`src/rtl/gemm_seq_pkg.sv`:
```
// gemm_seq_pkg
// Shared encodings for the GEMM instruction path: opcodes, buffer ids,
// systolic-array control-state encodings and the sequencer's internal FSM
// states. Imported by the sequencer, the array top and the instruction reader.
package gemm_seq_pkg;

  // Instruction opcodes
  localparam logic [3:0] OP_LD       = 4'd2;
  localparam logic [3:0] OP_ST       = 4'd3;
  localparam logic [3:0] OP_GEMM     = 4'd4;
  localparam logic [3:0] OP_DRAINSYS = 4'd5;

  // Buffer ids (3 is reserved and rejected)
  localparam logic [1:0] BUF_TOP  = 2'd0;
  localparam logic [1:0] BUF_LEFT = 2'd1;
  localparam logic [1:0] BUF_DOWN = 2'd2;
  localparam logic [1:0] BUF_RSVD = 2'd3;

  // Array control-state encodings seen by the systolic array
  localparam logic [3:0] CTRL_IDLE   = 4'd0;
  localparam logic [3:0] CTRL_WARMUP = 4'd1;
  localparam logic [3:0] CTRL_STEADY = 4'd2;
  localparam logic [3:0] CTRL_DRAIN  = 4'd3;

  // Internal sequencer states; S_STORE has no array-visible encoding
  typedef enum logic [2:0] {
    S_IDLE,
    S_WARMUP,
    S_STEADY,
    S_DRAIN,
    S_STORE
  } state_e;

endpackage

```
`src/rtl/gemm_sequencer.sv`:
```
// gemm_sequencer
// Accepts decoded instructions over valid/ready, keeps per-buffer base
// addresses, sequences the array control state (IDLE/WARMUP/STEADY/DRAIN)
// and drives the SRAM read windows plus the output-buffer readback for ST.
// Ports:
//   clk, rst                      clock, async active-high reset
//   i_inst_valid / o_inst_ready   instruction handshake (ready only when idle)
//   i_opcode, i_buf_id, i_mem_loc decoded instruction fields
//   o_ctrl_state                  array control state
//   o_{top,left,down}_sram_rd_{start,end}_addr  registered read windows
//   o_down_rd_en, o_down_rd_addr  store readback
//   o_done, o_err                 one-cycle completion / illegal pulses
module gemm_sequencer
  import gemm_seq_pkg::*;
#(
  parameter int NUM_ROW              = 4,
  parameter int NUM_COL              = 4,
  parameter int LOG2_SRAM_BANK_DEPTH = 5,
  parameter int CTRL_WIDTH           = 4,
  parameter int OPCODE_WIDTH         = 4,
  parameter int BUF_ID_WIDTH         = 2,
  parameter int MEM_LOC_WIDTH        = 10
) (
  input  logic                            clk,
  input  logic                            rst,
  input  logic                            i_inst_valid,
  output logic                            o_inst_ready,
  input  logic [OPCODE_WIDTH-1:0]         i_opcode,
  input  logic [BUF_ID_WIDTH-1:0]         i_buf_id,
  input  logic [MEM_LOC_WIDTH-1:0]        i_mem_loc,
  output logic [CTRL_WIDTH-1:0]           o_ctrl_state,
  output logic [LOG2_SRAM_BANK_DEPTH-1:0] o_top_sram_rd_start_addr,
  output logic [LOG2_SRAM_BANK_DEPTH-1:0] o_top_sram_rd_end_addr,
  output logic [LOG2_SRAM_BANK_DEPTH-1:0] o_left_sram_rd_start_addr,
  output logic [LOG2_SRAM_BANK_DEPTH-1:0] o_left_sram_rd_end_addr,
  output logic [LOG2_SRAM_BANK_DEPTH-1:0] o_down_sram_rd_start_addr,
  output logic [LOG2_SRAM_BANK_DEPTH-1:0] o_down_sram_rd_end_addr,
  output logic                            o_down_rd_en,
  output logic [LOG2_SRAM_BANK_DEPTH-1:0] o_down_rd_addr,
  output logic                            o_done,
  output logic                            o_err
);

  localparam int A = LOG2_SRAM_BANK_DEPTH;

  localparam logic [OPCODE_WIDTH-1:0] LD   = OPCODE_WIDTH'(OP_LD);
  localparam logic [OPCODE_WIDTH-1:0] ST   = OPCODE_WIDTH'(OP_ST);
  localparam logic [OPCODE_WIDTH-1:0] GEMM = OPCODE_WIDTH'(OP_GEMM);
  localparam logic [OPCODE_WIDTH-1:0] DRN  = OPCODE_WIDTH'(OP_DRAINSYS);

  localparam logic [BUF_ID_WIDTH-1:0] B_TOP  = BUF_ID_WIDTH'(BUF_TOP);
  localparam logic [BUF_ID_WIDTH-1:0] B_LEFT = BUF_ID_WIDTH'(BUF_LEFT);
  localparam logic [BUF_ID_WIDTH-1:0] B_DOWN = BUF_ID_WIDTH'(BUF_DOWN);

  localparam logic [A-1:0] ROW_M1     = A'(NUM_ROW - 1);
  localparam logic [A:0]   DRAIN_LAST = (A+1)'(NUM_ROW + NUM_COL - 2);
  localparam logic [A:0]   STORE_LAST = (A+1)'(NUM_ROW - 1);

  state_e       state_q, state_d;
  logic [A:0]   cnt_q, cnt_d;
  logic [A-1:0] len_q, len_d;   // K-1 of the running GEMM
  logic [A-1:0] top_base_q, top_base_d, left_base_q, left_base_d;
  logic [A-1:0] down_base_q, down_base_d;
  logic [A-1:0] top_s_q, top_s_d, top_e_q, top_e_d;
  logic [A-1:0] left_s_q, left_s_d, left_e_q, left_e_d;
  logic [A-1:0] down_s_q, down_s_d, down_e_q, down_e_d;
  logic [A-1:0] rd_addr_q, rd_addr_d;
  logic         rd_en_q, rd_en_d, done_q, done_d, err_q, err_d;
  logic [A-1:0] loc;

  // Only the low A bits of the operand are meaningful here
  logic unused_mem_hi;
  assign unused_mem_hi = ^i_mem_loc[MEM_LOC_WIDTH-1:A];
  assign loc = i_mem_loc[A-1:0];

  assign o_inst_ready = (state_q == S_IDLE);

  always_comb begin
    state_d     = state_q;
    cnt_d       = cnt_q;
    len_d       = len_q;
    top_base_d  = top_base_q;
    left_base_d = left_base_q;
    down_base_d = down_base_q;
    top_s_d     = top_s_q;
    top_e_d     = top_e_q;
    left_s_d    = left_s_q;
    left_e_d    = left_e_q;
    down_s_d    = down_s_q;
    down_e_d    = down_e_q;
    rd_addr_d   = rd_addr_q;
    rd_en_d     = 1'b0;
    done_d      = 1'b0;
    err_d       = 1'b0;
    case (state_q)
      S_IDLE: if (i_inst_valid) begin
        case (i_opcode)
          LD: begin
            case (i_buf_id)
              B_TOP:   top_base_d  = loc;
              B_LEFT:  left_base_d = loc;
              B_DOWN:  down_base_d = loc;
              default: err_d       = 1'b1;
            endcase
          end
          GEMM: begin
            len_d    = loc;
            top_s_d  = top_base_q;
            top_e_d  = top_base_q + loc;    // wraps mod 2^A
            left_s_d = left_base_q;
            left_e_d = left_base_q + loc;
            cnt_d    = '0;
            state_d  = S_WARMUP;
          end
          DRN: begin
            down_s_d = down_base_q;
            down_e_d = down_base_q + ROW_M1;
            cnt_d    = '0;
            state_d  = S_DRAIN;
          end
          ST: begin
            // First readback goes out in the accept cycle itself
            rd_en_d   = 1'b1;
            rd_addr_d = down_base_q;
            cnt_d     = '0;
            state_d   = S_STORE;
          end
          default: err_d = 1'b1;
        endcase
      end
      S_WARMUP: state_d = S_STEADY;
      S_STEADY: begin
        if (cnt_q == {1'b0, len_q}) begin
          state_d = S_IDLE;
          done_d  = 1'b1;
          cnt_d   = '0;
        end else begin
          cnt_d = cnt_q + 1'b1;
        end
      end
      S_DRAIN: begin
        if (cnt_q == DRAIN_LAST) begin
          state_d = S_IDLE;
          done_d  = 1'b1;
          cnt_d   = '0;
        end else begin
          cnt_d = cnt_q + 1'b1;
        end
      end
      S_STORE: begin
        if (cnt_q == STORE_LAST) begin
          state_d = S_IDLE;
          done_d  = 1'b1;
          cnt_d   = '0;
        end else begin
          cnt_d     = cnt_q + 1'b1;
          rd_en_d   = 1'b1;
          rd_addr_d = rd_addr_q + 1'b1;
        end
      end
      default: state_d = S_IDLE;
    endcase
  end

  always_ff @(posedge clk or posedge rst) begin
    if (rst) begin
      state_q     <= S_IDLE;
      cnt_q       <= '0;
      len_q       <= '0;
      top_base_q  <= '0;
      left_base_q <= '0;
      down_base_q <= '0;
      top_s_q     <= '0;
      top_e_q     <= '0;
      left_s_q    <= '0;
      left_e_q    <= '0;
      down_s_q    <= '0;
      down_e_q    <= '0;
      rd_addr_q   <= '0;
      rd_en_q     <= 1'b0;
      done_q      <= 1'b0;
      err_q       <= 1'b0;
    end else begin
      state_q     <= state_d;
      cnt_q       <= cnt_d;
      len_q       <= len_d;
      top_base_q  <= top_base_d;
      left_base_q <= left_base_d;
      down_base_q <= down_base_d;
      top_s_q     <= top_s_d;
      top_e_q     <= top_e_d;
      left_s_q    <= left_s_d;
      left_e_q    <= left_e_d;
      down_s_q    <= down_s_d;
      down_e_q    <= down_e_d;
      rd_addr_q   <= rd_addr_d;
      rd_en_q     <= rd_en_d;
      done_q      <= done_d;
      err_q       <= err_d;
    end
  end

  // S_STORE is invisible to the array, which stays IDLE during readback
  always_comb begin
    o_ctrl_state = CTRL_WIDTH'(CTRL_IDLE);
    case (state_q)
      S_WARMUP: o_ctrl_state = CTRL_WIDTH'(CTRL_WARMUP);
      S_STEADY: o_ctrl_state = CTRL_WIDTH'(CTRL_STEADY);
      S_DRAIN:  o_ctrl_state = CTRL_WIDTH'(CTRL_DRAIN);
      default:  o_ctrl_state = CTRL_WIDTH'(CTRL_IDLE);
    endcase
  end

  assign o_top_sram_rd_start_addr  = top_s_q;
  assign o_top_sram_rd_end_addr    = top_e_q;
  assign o_left_sram_rd_start_addr = left_s_q;
  assign o_left_sram_rd_end_addr   = left_e_q;
  assign o_down_sram_rd_start_addr = down_s_q;
  assign o_down_sram_rd_end_addr   = down_e_q;
  assign o_down_rd_en              = rd_en_q;
  assign o_down_rd_addr            = rd_addr_q;
  assign o_done                    = done_q;
  assign o_err                     = err_q;

endmodule

```
`config.mk`:
```
export PLATFORM = sky130hd
export DESIGN_NAME = gemm_sequencer
export DESIGN_NICKNAME = d
export VERILOG_FILES = /design/src/rtl/gemm_seq_pkg.sv /design/src/rtl/gemm_sequencer.sv
export SDC_FILE = /design/constraint.sdc
export NUM_CORES = 1
export LEC_CHECK = 0
export ABC_CLOCK_PERIOD_IN_PS = 5600
export CAP_MARGIN = 20
export CORE_ASPECT_RATIO = 1.1
export CORE_MARGIN = 2
export CORE_UTILIZATION = 56
export DETAILED_ROUTE_END_ITERATION = 8
export GPL_TIMING_DRIVEN = 0
export PLACE_DENSITY_LB_ADDON = 0.2
export SYNTH_ARGS = -nofsm -noshare
export SYNTH_HDL_FRONTEND = slang
export SYNTH_SLANG_ARGS = --single-unit
```
`constraint.sdc`:
```
create_clock -name clk -period 5.6 [get_ports clk]
set_clock_uncertainty 0.1 [all_clocks]
set_input_delay 1.12 -clock clk [delete_from_list [all_inputs] [get_ports clk]]
set_output_delay 1.12 -clock clk [all_outputs]
set_load 0.01 [all_outputs]
```
==> summary.md, run 1 <==
| Metric | Value |
|---|---|
| Peak Freq | 337 MHz |
| Synth unique cells | 50 |
| Maximum Capacitance Violations | 0 |
| Period minus WS final | 2.97 ns |
| Ys flop type | dfrtp_1 |
| Post-synthesis mux area share | 13.2% |
| Final wirelength | 6570 µm |
| Setup bufs post-CTS | 0 |
| Critical path cell sequence | nor3_4 > clkdlybuf4s50_1 |
| Largest net degree at the start of global routing | 38 |
| Register-to-Register Path Depth | 7 |
| Post-synth EDFFs | 0 |
| Post-synthesis compound-gate area fraction | 11.6% |
| Largest family of logic cells by synthesized area | multiplexers |
| Critical path's largest stage delay | 0.59 ns |
| Port Buffers | 54 |
| Worst Path Arrival | 1.75 ns |
| Synth Area in Simple Gates | 12.0% |
| P&R area growth vs syn | 25.7% |
| Rows | 29 |
| Most frequent cells after synthesis | 67 x dfrtp_1, 38 x mux2_2, 28 x nand2_1 |
| Clock Pin Slew Worst Setup and Hold Paths | 0.07 ns |
| Critical path depth | 2 |
| Synth Instances | 278 |
| Met3 Wirelength | 294 µm |
| Sequential cell area fraction in the yosys report | 50.4% |
| # clock sinks | 67 |
| Slew @ Worst Pin | 0.671 ns |
| Post-DR wirelength/cell | 15.4 µm |
| Die width | 77.5 µm |
| FFs w/ async S/R, synth | 100% |
| Routability cong. | 0.798 |
| Hold-fix buffers, CTS | 0 |
| Routed Antenna Nets | 0 |
| Crit-path max FO | 8 |
| Clock Path Buffers | 2 |
| Initial Util | 57.6% |
| Final setup fails | 0 |
| Die area | 0.00657 mm² |
| Delay-heaviest family, CP | buffers and inverters |
| First-pass GRT wire length | 11400 µm |
| Slew headroom | 55.2% |
| Final Max Tran Viols | 0 |
| Met2 routed WL | 3200 µm |
| Final hold vios | 0 |
| Dominant cell type by area after synthesis | dfrtp_1 |
| Critical path class | reg2out |
| Multi-input gate area | 0.00156 mm² |
| Worst VDD drop | 0.278 mV |
| Placed Cells | 411 |
| Mean post-synth cell area | 12.0 µm² |
| Status | completed |
| Setup_tns | 0 ns |
| Hold Crit Depth | 2 |
| Highest routed layer | met4 |
| First drt pass iteration count | 4 |
| Via density | 5.46 |
| Synth Warn # | 0 |
| HP Class | reg2reg |
| Worst skew pair latency | 0.34 ns |
| Initial antenna violation count | 0 |
| Layout cell share with drive strength beyond 1 | 20.9% |
| Final cell utilization of the core | 72.5% |
| Pwr dens | 390 mW/mm² |
| Post-DP HPWL | 4750 µm |
| Total power | 1.63 mW |
| Ranking of synthesized cells by area | dfrtp_1 50%, mux2_2 13%, ha_1 4.5% |
| DRC | 0 |
| Leak Pwr | 1.93 nW |
| Seq cells post-synth | 67 |
| Crit share post-route | 53.0% |
| Vias in the first global route | 2357 |
| Die Ht | 84.8 µm |
| I/O pin count | 62 |
| Total track usage | 22.2% |
| CTS Buf Count | 9 |
| H-tree levels | 3 |
| Top-count cell post-synth | dfrtp_1 |
| Core outline area | 0.00577 mm² |
| Number of DRC markers in iteration 0 | 175 |
| Post-Layout Cell Count | 426 |
| Synthesized area | 0.00333 mm² |
| Fillers | 413 |
| Grt total ovfl | 0 |
| CP max-delay cell | clkdlybuf4s50_1 |
| XOR/XNOR Fraction of Synth Area | 4.21% |
| Top-area cell type share of the netlist area | 50.4% |
| Crit path buffers/inverters | 1 |
| CP endpoint kind | output port |
| Sequential Area | 0.00168 mm² |
| RSZ-0062 raised after global routing | false |
| Nets | 378 |
| Post-Synth Adder-Cell Area | 5.72% |
| Critical path data required time | 4.38 ns |
| Wl on met1 | 2940 µm |
| Via count | 2326 |
| Root buffer selected by CTS | clkbuf_8 |
| Post-CTS resize count | 0 |
| CTS tree | built |
| Startpoint Class | flip-flop |
| Antenna cells | 0 |
==> registers in the layout, summed over array words and instances, names as in the netlist <==
signal,flops
o_down_rd_addr,5
o_down_sram_rd_start_addr,5
o_top_sram_rd_end_addr,5
cnt_q,6
o_err,1
o_down_rd_en,1
left_base_q,5
len_q,5
state_q,3
o_left_sram_rd_start_addr,5
o_left_sram_rd_end_addr,5
top_base_q,5
o_done,1
o_down_sram_rd_end_addr,5
o_top_sram_rd_start_addr,5
down_base_q,5
==> path summary, 6_finish.rpt <==
| path | startpoint | end | slack (ns) |
|---|---|---|---|
| hold reg to reg | o_down_sram_rd_start_addr[1]$_DFFE_PP0P_ | o_down_sram_rd_start_addr[1]$_DFFE_PP0P_ | 0.38 |
| hold / removal | o_down_sram_rd_start_addr[1]$_DFFE_PP0P_ | o_down_sram_rd_start_addr[1]$_DFFE_PP0P_ | 0.38 |
| setup / recovery | state_q[0]$_DFFE_PP0P_ | o_inst_ready | 2.63 |
| max in group asynchronous | rst | o_top_sram_rd_start_addr[2]$_DFFE_PP0P_ | 3.67 |
| min in group asynchronous | rst | o_down_sram_rd_end_addr[2]$_DFFE_PP0P_ | 1.10 |
| setup reg to reg | cnt_q[0]$_DFFE_PP0P_ | cnt_q[2]$_DFFE_PP0P_ | 3.52 |
==> area by class of cell <==
type | count | share of cell area, %
plain buffers | 11 | 1.68
clock buffers | 13 | 3.80
clock inverters | 2 | 0.838
inverters | 6 | 0.539
multi-input cells | 195 | 37.3
flip-flops and latches | 67 | 40.1
well taps | 77 | 2.30
repair buffers | 55 | 13.4
==> tightest hold or removal path, stage by stage (launching register included) <==
cell and delay [ns]:
dfrtp_1 0.34, nand2_1 0.04, o21ai_0 0.06
==> cell usage in the layout (no fill, tap or decap), drive strengths merged, types with 2 or more instances in the layout <==
cell type,netlist,routed
a21boi,3,3
a21o,7,7
a21oi,9,9
a221o,3,3
a22o,3,3
a22oi,2,2
a31oi,2,2
and2,3,3
and2b,2,2
buf,9,10
clkbuf,2,15
clkdlybuf4s50,0,54
conb,1,2
dfrtp,67,67
fa,2,2
ha,12,12
inv,6,6
mux2,38,38
nand2,29,29
nand2b,3,3
nand3,6,6
nand3b,5,5
nor2,6,6
nor2b,5,5
nor3,3,3
nor3b,2,2
nor4,2,2
o21ai,18,18
o31ai,2,2
xnor2,12,12
xor2,4,4
==> power breakdown <==
group | internal [mW] | switching, mW | total (mW)
registers | 0.600 | 0.0903 | 0.690
logic | 0.300 | 0.240 | 0.540
clock network | 0.227 | 0.172 | 0.399
==> metrics by stage <==
stage | cell area, µm² | hold WS (ns) | setup WS, ns
6_report | 4180 | 0.381 | 2.63
5_1_grt | 4180 | 0.427 | 2.56
4_1_cts | 4180 | 0.385 | 2.63
3_5_place_dp | 3990 | 0.370 | 2.36
3_3_place_gp | 3970 | 0.365 | 1.56
2_1_floorplan | 3330 | 0.401 | 2.70
==> metal layers <==
metal  track usage, %  vias up
met5                0        -
met4             9.74        0
met3             4.15       10
met2             36.2       59
met1             29.4     1136
li1                 -     1121
==> cell families after synthesis <==
logic type | Yosys count
AND/OR/NAND/NOR | 69
AO/OA/AOI/OAI | 55
buffers and inverters | 17
adder cells (fa/ha/maj) | 14
flip-flops | 67
other | 1
multiplexers | 39
XOR/XNOR | 16
Power figures use the tool's default switching activity.
==> inputs of run 2 (changes only) <==
Settings changed: ABC_CLOCK_PERIOD_IN_PS 5600 to 3000, CORE_UTILIZATION 56 to 52.
Clock period 5.6 ns to 3 ns, I/O delays scaled along.
==> run 2 against run 1 <==
Sequential cell count did not move. Power rose by 85%. Worst hold slack improved by 0.0035 ns. Via count rose by 1.1%. Critical path depth did not move. Combinational power rose by 87%. Highest routed layer unchanged.
==> summary.md, run 2 (synthesis gave the netlist of run 1 again) <==
| Metric | Value |
|---|---|
| Crit share post-route | 81.0% |
| First-pass GRT wire length | 11500 µm (+1.2%) |
| Switching Share | 31.6% (+0.76 points) |
| CTS tree | built |
| Period minus WS final | 2.43 ns |
| Post-DP HPWL | 4790 µm (+0.80%) |
| Initial Util | 53.7% (-3.9 points) |
| Post-DR wirelength/cell | 15.4 µm (-0.15%) |
| Hold Crit Depth | 2 (unchanged) |
| Multi-input gate area | 0.00156 mm² (unchanged) |
| Clock Pin Slew Worst Setup and Hold Paths | 0.07 ns (about the same) |
| Switching power | 0.952 mW (+90%) |
| Clock power share | 23.8% (-0.7 points) |
| Most frequent cells in the layout | 67 x dfrtp_1, 54 x clkdlybuf4s50_1, 38 x mux2_2 |
| Slew headroom | 52.2% (-3.0 points) |
| Final wirelength | 6620 µm (+0.79%) |
| Rows | 30 (+3.4%) |
| Critical path data required time | 2.30 ns (-2.08 ns) |
| First drt pass iteration count | 4 (unchanged) |
| Reg2reg start | cnt_q[0]$_DFFE_PP0P_ |
| Critical path's largest stage delay | 0.59 ns (about the same) |
| Worst skew pair latency | 0.34 ns (about the same) |
| Critical path class | reg2out |
| Final Max Tran Viols | 0 (unchanged) |
| Reg-to-Reg End | cnt_q[2]$_DFFE_PP0P_ |
| Die area | 0.00705 mm² (+7.3%) |
| Post-Layout Cell Count | 430 (+0.94%) |
| Number of DRC markers in iteration 0 | 115 (-34%) |
| Setup_tns | 0 ns (unchanged) |
| Hold-fix buffers, CTS | 0 (unchanged) |
| Register-to-Register Path Depth | 7 (unchanged) |
| Final hold vios | 0 (unchanged) |
| CP max-delay cell | clkdlybuf4s50_1 |
| Startpoint Class | flip-flop |
| Setup bufs post-CTS | 0 (unchanged) |
| Die width | 80.3 µm (+3.6%) |
| Nets | 378 (unchanged) |
| Total power | 3.01 mW (+85%) |
| Min-delay src | o_left_sram_rd_end_addr[4]$_DFFE_PP0P_ |
| Final setup fails | 0 (unchanged) |
| H-tree levels | 3 (unchanged) |
| Post-CTS resize count | 0 (unchanged) |
| Core outline area | 0.00619 mm² (+7.4%) |
| Maximum Capacitance Violations | 0 (unchanged) |
| Via density | 5.47 (+0.13%) |
| Root buffer selected by CTS | clkbuf_8 |
| Placed Cells | 414 (+0.73%) |
| Initial antenna violation count | 0 (unchanged) |
| Clock Path Buffers | 2 (unchanged) |
| Status | completed |
| Fin worst setup slack | 0.569 ns (-2.07 ns) |
| P&R area growth vs syn | 25.5% |
| Commonest non-fill, non-tap cell in the layout | dfrtp_1 |
| Largest register FFs | 6 (unchanged) |
| Slew @ Worst Pin | 0.716 ns (+0.0455 ns) |
| Critical path cell sequence | nor3_4 > clkdlybuf4s50_1 |
| Comb pwr share | 33.4% (+0.3 points) |
| CP endpoint kind | output port |
| Power Internal | 2.06 mW (+83%) |
| Worst Hold End | o_left_sram_rd_end_addr[4]$_DFFE_PP0P_ |
| Delay-heaviest family, CP | buffers and inverters |
| Routability cong. | 0.810 (+1.5%) |
| # clock sinks | 67 (unchanged) |
| Crit path buffers/inverters | 1 (unchanged) |
| Fillers | 493 (+19%) |
| Worst VDD drop | 0.396 mV (+43%) |
| Crit-path max FO | 8 (unchanged) |
| Pwr dens | 721 mW/mm² (+85%) |
| Peak Freq | 411 MHz |
| I/O pin count | 62 (unchanged) |
| RSZ-0062 raised after global routing | false |
| HP Class | reg2reg |
| Port Buffers | 54 (unchanged) |
| Sequential Area | 0.00168 mm² (unchanged) |
| Sequential Power Share | 42.8% (+0.4 points) |
| Layout cell share with drive strength beyond 1 | 21.1% (+0.23 points) |
| Slack of the worst reg-to-reg path | 0.87 ns (-2.65 ns) |
| Worst Path Arrival | 1.73 ns (-0.02 ns) |
| Grt total ovfl | 0 (unchanged) |
| Antenna cells | 0 (unchanged) |
| Die Ht | 87.9 µm (+3.6%) |
| DRC | 0 (unchanged) |
| Via count | 2351 (+1.1%) |
| Leak Pwr | 1.93 nW (-0.13%) |
| Dpl ws | 0.297 ns (-2.06 ns) |
| CTS Buf Count | 9 (unchanged) |
| Routed Antenna Nets | 0 (unchanged) |
| Top reg by flops | cnt_q |
| Largest net degree at the start of global routing | 36 (-5.3%) |
| Total track usage | 21.4% (-0.85 points) |
| Vias in the first global route | 2393 (+1.5%) |
[run 2: cell types whose count changed in the layout (fill, tap and decap cells not counted)]
cell      previous run  this run
clkinv_2             1         3
clkinv_4             0         1
clkbuf_8            11         9
[run 2: per-stage QoR]
stage | hold WS (ns) | util [%] | cell area, µm²
4_1_cts | 0.392 | 67.4 | 4180
3_3_place_gp | 0.365 | 64.1 | 3970
2_1_floorplan | 0.401 | - | 3330
3_5_place_dp | 0.375 | 64.4 | 3990
5_1_grt | 0.418 | 67.4 | 4180
6_report | 0.384 | 67.4 | 4180
[run 2: final cells by class]
cell class / instances / area share [%]
Multi-Input combinational cell: 195 / 37.4
Clock buffer: 11 / 3.15
Tap cell: 80 / 2.40
Sequential cell: 67 / 40.2
Timing Repair Buffer: 55 / 13.4
Clock inverter: 5 / 1.29
Buffer: 11 / 1.68
Inverter: 6 / 0.539
[run 2: per-layer routing]
layer	track usage, %	vias up	wire length (µm)
met3	4.74	10	330
met1	27.9	1149	2840
met5	0	-	0
met2	34.6	62	3320
met4	8.94	0	126
li1	-	1130	-
[run 2: worst max path at each step]
stage | start | to | slack [ns] | cells after the start
2_1_floorplan | rst | cnt_q[0]$_DFFE_PP0P_ | 0.62 | 1
3_3_place_gp | rst | o_top_sram_rd_end_addr[0]$_DFFE_PP0P_ | -0.53 | 2
3_5_place_dp | i_mem_loc[0] | o_left_sram_rd_end_addr[4]$_DFFE_PP0P_ | 0.30 | 7
4_1_cts | state_q[0]$_DFFE_PP0P_ | o_inst_ready | 0.54 | 2
5_1_grt | state_q[1]$_DFFE_PP0P_ | o_inst_ready | 0.49 | 2
6_report | state_q[0]$_DFFE_PP0P_ | o_inst_ready | 0.57 | 2
[run 2: worst register-to-register path, cell delays in order, from the launching register on]
cell and delay (ns):
dfrtp_1 0.43, inv_1 0.11, ha_1 0.17, nand2_1 0.06, nor4_1 0.36, o22a_2 0.31
nand2_2 0.12, a221o_1 0.34
[run 2: power groups by stage]
stage               Clock, mW  Sequential, mW  Combinational (mW)
finish                  0.717            1.29                1.01
global route            0.774            1.32                1.12
CTS                     0.737            1.29                1.02
detailed placement          0            1.31                1.01
global placement            0            1.30               0.979
floorplan                   0            1.33               0.532
==> inputs of run 3 (changes only) <==
Settings changed: ABC_CLOCK_PERIOD_IN_PS 3000 to 2370.
Clock period 3 ns to 2.37 ns, I/O delays scaled along.
==> run 3 against run 2 <==
Clock power grew 27%. Global-route usage is the same. Combinational power grew 27%. Critical endpoint is now o_ctrl_state[1].
==> summary.md, run 3 (synthesis gave the netlist of run 1 again) <==
| Metric | Value |
|---|---|
| Routed Antenna Nets | 0 (unchanged) |
| Pwr dens | 912 mW/mm² (+26%) |
| Grt total ovfl | 0 (unchanged) |
| Die Ht | 87.9 µm (unchanged) |
| M2 GR Usage | 34.6% (unchanged) |
| Via density | 5.42 (-0.83%) |
| Final Max Tran Viols | 0 (unchanged) |
| Largest net degree at the start of global routing | 36 (unchanged) |
| Multi-input gate area | 0.00157 mm² (+0.32%) |
| Min-delay src | o_left_sram_rd_end_addr[4]$_DFFE_PP0P_ |
| Largest register FFs | 6 (unchanged) |
| Area after DPL | 0.00399 mm² (unchanged) |
| Commonest non-fill, non-tap cell in the layout | dfrtp_1 |
| GR Util met1 | 27.9% (unchanged) |
| Met3 global-route usage | 4.74% (unchanged) |
| Critical path data required time | 1.80 ns (-0.50 ns) |
| HP Class | reg2reg |
| Top reg by flops | cnt_q |
| DRC | 0 (unchanged) |
| H-tree levels | 3 (unchanged) |
| Reg2reg start | cnt_q[0]$_DFFE_PP0P_ |
| Crit-path max FO | 9 (+1) |
| # clock sinks | 67 (unchanged) |
| Hold Crit Depth | 2 (unchanged) |
| CP endpoint kind | output port |
| Fin worst setup slack | 0.0984 ns (-0.470 ns) |
| Layout cell share with drive strength beyond 1 | 21.7% (+0.51 points) |
| Leak Pwr | 1.94 nW (+0.72%) |
| Number of DRC markers in iteration 0 | 139 (+21%) |
| Final wirelength | 6640 µm (+0.32%) |
| Critical path's largest stage delay | 0.54 ns (-0.05 ns) |
| Die area | 0.00705 mm² (unchanged) |
| Setup_tns | 0 ns (unchanged) |
| Core outline area | 0.00619 mm² (unchanged) |
| Dpl ws | -0.207 ns (-0.504 ns) |
| Register-to-Register Path Depth | 7 (unchanged) |
| Final setup fails | 0 (unchanged) |
| Post-DR wirelength/cell | 15.4 µm (about the same) |
| Reg-to-Reg End | cnt_q[2]$_DFFE_PP0P_ |
| Port Buffers | 54 (unchanged) |
| Crit share post-route | 95.8% |
| Routability cong. | 0.810 (unchanged) |
| Die width | 80.3 µm (unchanged) |
| CTS Buf Count | 9 (unchanged) |
| Antenna cells | 0 (unchanged) |
| Rows | 30 (unchanged) |
| CP max-delay cell | clkdlybuf4s50_1 |
| Worst VDD drop | 0.501 mV (+27%) |
| Worst Hold End | o_left_sram_rd_end_addr[4]$_DFFE_PP0P_ |
| Status | completed |
| Slew @ Worst Pin | 0.718 ns (+0.00181 ns) |
| Clock Path Buffers | 2 (unchanged) |
| Critical path class | reg2out |
| Most used routing layer | met2 |
| Clock Pin Slew Worst Setup and Hold Paths | 0.07 ns (about the same) |
| Final Cell Area | 0.00419 mm² (+0.36%) |
| Root buffer selected by CTS | clkbuf_8 |
| I/O pin count | 62 (unchanged) |
| First drt pass iteration count | 4 (unchanged) |
| Slack of the worst reg-to-reg path | 0.24 ns (-0.63 ns) |
| Critical path cell sequence | buf_2 > and2b_4 > clkdlybuf4s50_1 |
| Initial antenna violation count | 0 (unchanged) |
| Nets | 379 (+0.26%) |
| P&R area growth vs syn | 26.0% |
| Final cell utilization of the core | 67.7% (+0.24 points) |
| Vias in the first global route | 2393 (unchanged) |
| Final hold vios | 0 (unchanged) |
| Worst skew pair latency | 0.34 ns (about the same) |
| Sequential Area | 0.00168 mm² (unchanged) |
| Worst Path Arrival | 1.70 ns (-0.03 ns) |
| RSZ-0062 raised after global routing | false |
| Post-DP HPWL | 4790 µm (unchanged) |
| Maximum Capacitance Violations | 0 (unchanged) |
| First-pass GRT wire length | 11500 µm (unchanged) |
| Startpoint Class | flip-flop |
| Crit path from | state_q[2]$_DFFE_PP0P_ |
| Initial Util | 53.7% (unchanged) |
| Fillers | 494 (+0.20%) |
| Peak Freq | 440 MHz |
| Period minus WS final | 2.27 ns |
| Total track usage | 21.4% (unchanged) |
| CTS tree | built |
| Via count | 2337 (-0.60%) |
| Most frequent cells in the layout | 67 x dfrtp_1, 53 x clkdlybuf4s50_1, 38 x mux2_2 |
| Slew headroom | 52.1% (-0.12 points) |
run 3: critical path, delay by kind of cell (launching register included):
family        cells  cell delay (ns)
buf+inv           2             0.71
flops             1             0.36
simple gates      1             0.30
run 3: what timing repair did:
action | CTS | global route
setup buffers | 0 | 1
endpoints found under the setup margin | 0 | 4
gates resized for setup | 0 | 2
hold buffers | 0 | 0
run 3: worst max path at each step:
stage	depth (start not counted)	end	slack, ns
detailed placement	7	o_left_sram_rd_end_addr[4]$_DFFE_PP0P_	-0.21
CTS	2	o_inst_ready	0.04
global route	3	o_ctrl_state[1]	0.03
global placement	2	o_top_sram_rd_end_addr[0]$_DFFE_PP0P_	-1.03
finish	3	o_ctrl_state[1]	0.1
floorplan	1	cnt_q[0]$_DFFE_PP0P_	0.11
run 3: final cells by class:
cell class              instances  area share (%)
multi-input cells             195            37.4
inverters                       6           0.537
clock inverters                 5            1.28
flip-flops and latches         67            40.0
well taps                      80            2.39
plain buffers                  11            1.67
repair buffers                 56            13.6
clock buffers                  11            3.14
run 3: through the flow:
step | hold slack (ns) | std cells | power (mW)
4_1_cts | 0.392 | 430 | 3.85
6_report | 0.384 | 431 | 3.82
3_5_place_dp | 0.375 | 414 | 2.93
3_3_place_gp | 0.365 | 413 | 2.88
2_1_floorplan | 0.401 | 279 | 2.36
5_1_grt | 0.418 | 431 | 4.08
run 3: per-layer routing:
| layer | wire length, µm | vias to the layer above |
|---|---|---|
| met5 | 0 | - |
| met4 | 160 | 0 |
| met1 | 2930 | 1143 |
| met3 | 298 | 13 |
| met2 | 3250 | 52 |
| li1 | - | 1129 |
run 3: report_power, final:
| group | switching (mW) | total (mW) | internal (mW) |
|---|---|---|---|
| clock network | 0.425 | 0.908 | 0.483 |
| logic | 0.567 | 1.28 | 0.718 |
| registers | 0.215 | 1.63 | 1.42 |
| total | 1.21 | 3.82 | 2.62 |
